`config.mk`:
```
export PLATFORM = sky130hd
export DESIGN_NAME = sum_parallel_lanes
export DESIGN_NICKNAME = d
export VERILOG_FILES = /design/src/rtl/sum_parallel_lanes.sv
export SDC_FILE = /design/constraint.sdc
export NUM_CORES = 1
export LEC_CHECK = 0
export CAP_MARGIN = 30
export CORE_AREA = 8 8 126 128
export CTS_CLUSTER_SIZE = 20
export DETAILED_ROUTE_END_ITERATION = 10
export DIE_AREA = 0 0 134 136
export GPL_TIMING_DRIVEN = 0
export MAX_ROUTING_LAYER = met4
export PLACE_DENSITY_LB_ADDON = 0.08
export SLEW_MARGIN = 40
export SYNTH_ARGS = -nofsm -noshare
export SYNTH_HDL_FRONTEND = slang
export SYNTH_SLANG_ARGS = --single-unit
```
`constraint.sdc`:
```
create_clock -name CLK -period 8.5 [get_ports CLK]
set_clock_uncertainty 0.1 [all_clocks]
set_input_delay 1.7 -clock CLK [delete_from_list [all_inputs] [get_ports CLK]]
set_output_delay 1.7 -clock CLK [all_outputs]
set_load 0.05 [all_outputs]
```
`src/rtl/sum_parallel_lanes.sv`:
```
// Streaming group summer: samples go round-robin into LANES accumulators.
// Each completed group of GROUP_LEN samples yields one registered sum.
module sum_parallel_lanes #(
    parameter int unsigned DATA_W    = 8,
    parameter int unsigned LANES     = 4,
    parameter int unsigned GROUP_LEN = 128,
    parameter bit          SIGNED    = 1'b0,
    localparam int unsigned SUM_W    = DATA_W + $clog2(GROUP_LEN)
) (
    input  logic              CLK,
    input  logic              RST,
    input  logic [DATA_W-1:0] in_data,
    input  logic              in_valid,
    input  logic              data_start,
    output logic [SUM_W-1:0]  sum,
    output logic              sum_valid,
    output logic              busy,
    output logic              err_restart
);

    localparam int unsigned CNT_W = (GROUP_LEN > 1) ? $clog2(GROUP_LEN) : 1;
    localparam logic [CNT_W-1:0] LAST_CNT = CNT_W'(GROUP_LEN - 1);
    localparam logic [LANES-1:0] LANE0 = LANES'(1);

    typedef enum logic {StIdle, StAcc} state_e;

    state_e             state_q, state_d;
    logic [CNT_W-1:0]   count_q, count_d;
    logic [LANES-1:0]   ptr_q, ptr_d;
    logic [SUM_W-1:0]   lane_q [LANES];
    logic [SUM_W-1:0]   lane_d [LANES];
    logic               done_q, done_d;
    logic               err_d;
    logic [SUM_W-1:0]   ext_data;
    logic [SUM_W-1:0]   lane_total;

    function automatic logic [LANES-1:0] rotate(input logic [LANES-1:0] p);
        logic [LANES-1:0] r;
        for (int i = 0; i < LANES; i++) begin
            r[i] = p[(i + LANES - 1) % LANES];
        end
        return r;
    endfunction

    assign ext_data = SIGNED ? SUM_W'($signed(in_data)) : SUM_W'(in_data);
    assign busy     = (state_q == StAcc);

    always_comb begin
        lane_total = '0;
        for (int i = 0; i < LANES; i++) begin
            lane_total = lane_total + lane_q[i];
        end
    end

    always_comb begin
        state_d = state_q;
        count_d = count_q;
        ptr_d   = ptr_q;
        lane_d  = lane_q;
        done_d  = 1'b0;
        err_d   = 1'b0;
        if (in_valid && data_start) begin
            // A start while a group is open aborts it without a result.
            err_d = (state_q == StAcc);
            for (int i = 0; i < LANES; i++) begin
                lane_d[i] = '0;
            end
            lane_d[0] = ext_data;
            if (GROUP_LEN == 1) begin
                state_d = StIdle;
                count_d = '0;
                ptr_d   = LANE0;
                done_d  = 1'b1;
            end else begin
                state_d = StAcc;
                count_d = CNT_W'(1);
                ptr_d   = rotate(LANE0);
            end
        end else if (state_q == StAcc && in_valid) begin
            for (int i = 0; i < LANES; i++) begin
                if (ptr_q[i]) begin
                    lane_d[i] = lane_q[i] + ext_data;
                end
            end
            if (count_q == LAST_CNT) begin
                state_d = StIdle;
                count_d = '0;
                ptr_d   = LANE0;
                done_d  = 1'b1;
            end else begin
                count_d = count_q + CNT_W'(1);
                ptr_d   = rotate(ptr_q);
            end
        end
    end

    always_ff @(posedge CLK or negedge RST) begin
        if (!RST) begin
            state_q     <= StIdle;
            count_q     <= '0;
            ptr_q       <= LANE0;
            done_q      <= 1'b0;
            err_restart <= 1'b0;
            sum_valid   <= 1'b0;
            sum         <= '0;
            for (int i = 0; i < LANES; i++) begin
                lane_q[i] <= '0;
            end
        end else begin
            state_q     <= state_d;
            count_q     <= count_d;
            ptr_q       <= ptr_d;
            done_q      <= done_d;
            err_restart <= err_d;
            sum_valid   <= done_q;
            // Reads the pre-reload lanes, so a back-to-back start is safe.
            if (done_q) begin
                sum <= lane_total;
            end
            for (int i = 0; i < LANES; i++) begin
                lane_q[i] <= lane_d[i];
            end
        end
    end

endmodule
```
# Word-level counts from Yosys, hierarchy flattened
# Index checks and enable logic that the tools add are counted.
word_totals:
  out_inout_bits: 18
  word_cells: 52
  in_bits: 12
  ff_bits: 90
op_classes:
  n_reduce_logical: 13
  muxes: 19
  n_eq_ne: 1
  addsub: 8
ops:
  columns: ["cell", "n"]
  rows:
  - ["2-to-1 mux 60 bit", 2]
  - ["adder 15 x 8 -> 15 bit", 4]
  - ["2-to-1 mux 15 bit", 4]
  - ["adder 15 bit", 3]
  - ["2-to-1 mux 7 bit", 3]
  - ["2-to-1 mux 4 bit", 3]
  - ["nonzero test 2 bit", 6]
  - ["AND reduction 2 bit", 5]
  - ["adder 7 x 1 -> 7 bit, second input constant", 1]
  - ["== test 7 bit, second input constant", 1]
  - ["2-to-1 mux 1 bit", 7]
  - ["logical AND 1 bit", 2]

# Logic depth before layout (Yosys ltp)
depth:
  ltp_word: 4
  depth_mapped: 12
  mapped_depth_nobuf: 12

# Least setup slack after synthesis
# OpenSTA, ideal clock, no wires.
synth_path:
  path_kind: "in2reg"
  from: "input in_data[0]"
  to: "register lane_q[27] (netlist bit)"
  setup_ps: 132
  stages: 8
  t_arrival_ps: 3382
  setup_slack_ps: 4886
  required_time_ps: 8268
  n_path_buf: 0
  path_cell_list: "ha_1 fa_1 a21oi_1 o21ai_0 a2111oi_4 nor3_1 xnor2_1 nor2_1"
synth_between:
  elab_chain_len: 4
synth_rtl:
  columns: ["item", "line", "source"]
  rows:
  - ["start, declared", "12", "input logic [DATA_W-1:0] in_data,"]
  - ["adder 15 x 8 -> 15 bit", "82", "lane_d[i] = lane_q[i] + ext_data;"]
  - ["2-to-1 mux 15 bit", "81", "if (ptr_q[i]) begin"]
  - ["2-to-1 mux 60 bit", "79", "end else if (state_q == StAcc && in_valid) begin"]
  - ["2-to-1 mux 60 bit", "62", "if (in_valid && data_start) begin"]
  - ["end signal, assigned by index", "121", "lane_q[i] <= lane_d[i];"]
  - ["end, declared", "30", "logic [SUM_W-1:0] lane_q [LANES];"]
# No other way between the ends. The select of a mux whose other input is x is not followed.
# A chain may end at the register's enable or synchronous reset.

# Worst setup path in the final report
layout_path:
  from: "input in_data[1]"
  to: "register lane_q[55] (netlist bit)"
# The elaborated chain is that of the path after synthesis.

==> run metrics <==
outcome=completed; drt drc=0; Filler cells=around 1,300; 1st-iter DRT viols=255; Core ar.=0.0140 mm²; DR pass1 iterations=5; CTS Hold Bufs=0; drt total wl=15,800 µm; cell chain of the critical path=clkdlybuf4s50_1, inv_1, fa_1, and2b_1, o2111ai_1, nand3_1, nand2_1, or4_1, a21oi_1; antenna cells=0; Final Hold Viols=0; Ports=30; CP max stage cell=clkdlybuf4s50_1; ys flop type=dfrtp_1; WL met2=between 7000 and 8000 µm; fin crit period=4.21 ns; reg-to-reg slack, setup=4.91 ns; H-tree levels=3; Max Fclk=0.237 GHz; Final HPWL DP=12,300 µm; vias post-DR=about 5,100; Synth Area in XOR/XNOR=0.0696; Post-CTS Resized=0; critical path endpoint category=flop; syn nets=779; clk_lat worst skew=0.35 ns; CTS Root Cell=clkbuf_16; Die Y=136 µm; hold path start=done_q; EDFF count, synth=0; share of post-route cells with drive strength above 1=0.0764; Yosys top cell by area=dfrtp_1; Post-synth ARST share=1.00; crit path buf inv count=2; DR vias/cell=5.60; PwrDens=183 mW/mm²; worst min-delay path category=flop to flop; DR WL met3=roughly 760 µm; top post-synthesis cells by area=dfrtp_1 (34%), fa_1 (9.8%), ha_1 (9.0%); CP top delay family=simple AND/OR/NAND/NOR gates; Antenna Nets Post-Route=0; CTS tree=done; yosys warns=0; Syn Area/Cell=9.51 µm²; most frequent cell after synthesis=dfrtp_1; Post-CTS Setup Bufs=0; multi-input logic area=0.00389 mm²; Synth cell types=67; register area share after synthesis=0.345; Bufs on Longest Clock Path=2; complex-gate fraction of the synthesized area=0.178; Yosys top cell area share=0.341; GPL Wtd Cong=between 0.8 and 0.9; Worst EP arrival=4.39 ns; die area=between 0.015 and 0.02 mm²; num rows=44; max_cap viols=0; Simple-Gate Fraction of Synth Area=0.142; worst r2r src=lane_q[1]; Worst-Margin Slew=0.814 ns; clock slew at reported path FFs=0.06 ns; final setup fails=0; Final Util=0.530; PortBufs=28; Met1 Wirelength=around 7300 µm; Leak Pwr=3.35 nW; TNS Setup=0 ns; FF+latch count, synth=90; global-route wire length before repair=26,200 µm; largest net degree at the start of global routing=51; GR Overflow Total=0; RSZ-0062 raised after global routing=false; antenna violations before repair=0; Net count, final=~820; Synth Area in Adders=0.188; Top Metal Used=met4; Startpoint Class=primary input; die width=134 µm; CP Class=primary input to flop; Num CTS Buffers=9; worst-path fanout max=9; storage element area=0.00225 mm²; Post-Syn Area=0.00654 mm²; DR WL/cell=17.2 µm; P&R area growth vs syn=13.7%; Max IR drop VDD=approximately 0.000089 V; Synth Instances=between 600 and 700; clock sink count=90; top post-synthesis cells by count=dfrtp_1 (89), inv_1 (84), ha_1 (47), nand2_1 (45), o21ai_0 (45); CP peak stage delay=0.79 ns; fin crit share=0.496; gr usage total=0.189; largest family of logic cells by synthesized area=adder cells; relative slew slack=0.453; crit path from=in_data[1]; vias in the first global route=between 5,000 and 6,000; Crit path required time=8.67 ns; hold_ws=0.379 ns; post-synthesis mux area share=0.0176; initial core utilization=0.466; Pins Over Slew Limit=0
==> kinds of logic after synthesis <==
kind of cell / after synthesis
fa+ha+maj: 79
simple gates: 180
xor+xnor: 52
flops: 90
buf+inv: 99
compound gates: 178
mux: 10
==> state kept, by name, indices dropped and copies added, names as in the netlist <==
name	cells
ptr_q	4
sum	15
sum_valid	1
lane_q	60
count_q	7
err_restart	1
busy	1
done_q	1
==> stage by stage <==
| stage | std cells | cell area [µm²] | setup slack [ns] | power, W |
|---|---|---|---|---|
| 5_1_grt | 917 | 7440 | 4.10 | 0.00144 |
| 6_report | 917 | 7440 | 4.29 | 0.00136 |
| 4_1_cts | 917 | 7440 | 4.30 | 0.00137 |
| 2_1_floorplan | 688 | 6540 | 4.89 | 0.000778 |
| 3_5_place_dp | 901 | 7080 | 3.94 | 0.000887 |
| 3_3_place_gp | 900 | 7050 | 1.95 | 0.000877 |
==> cell usage in the layout, fill, tap and decap left out, types with 5 or more instances in the layout <==
cell type / count
o22ai_1: 5
mux2_2: 8
nand2b_1: 8
nor2_1: 44
xnor2_1: 34
a32o_1: 5
clkdlybuf4s50_1: 27
fa_1: 32
inv_1: 84
nor3_1: 10
buf_1: 5
dfrtp_1: 89
a21o_1: 20
xor2_1: 18
or3_1: 12
nand4_1: 8
nor2b_1: 5
ha_1: 47
o21bai_1: 5
o21a_1: 7
nand2_1: 45
clkbuf_16: 9
nand3_1: 20
o21ai_0: 45
a22oi_1: 8
a21oi_1: 44
==> area by class of cell <==
| cell class | instances | share of cell area |
|---|---|---|
| multi-input combinational | 499 | 0.524 |
| sequential | 90 | 0.303 |
| inverter | 85 | 0.0429 |
| timing repair buffer | 29 | 0.0421 |
| clock buffer | 11 | 0.0340 |
| tap | 184 | 0.0310 |
| clock inverter | 5 | 0.0135 |
| buffer | 14 | 0.00993 |
==> final timing paths <==
path / cells after the start / to
min in group asynchronous: 1 / sum[1]
max in group asynchronous: 2 / lane_q[44]
min reg2reg: 0 / sum_valid
min: 0 / sum_valid
max: 9 / lane_q[55]
max reg2reg: 12 / sum[9]
==> power breakdown <==
| part | switching (W) | internal (W) | leakage [nW] |
|---|---|---|---|
| sequential | 0.0000270 | 0.000455 | 1.22 |
| combinational | 0.000240 | 0.000160 | 1.95 |
| clock | 0.000176 | 0.000303 | 0.176 |
| total | 0.000443 | 0.000918 | 3.35 |
==> routing by layer <==
| metal | track usage | vias to the layer above |
|---|---|---|
| met1 | 0.234 | 2525 |
| met4 | 0.0730 | 0 |
| li1 | - | 2472 |
| met2 | 0.302 | 112 |
| met3 | 0.0344 | 24 |
| met5 | - | - |
Power figures use the tool's default switching activity.
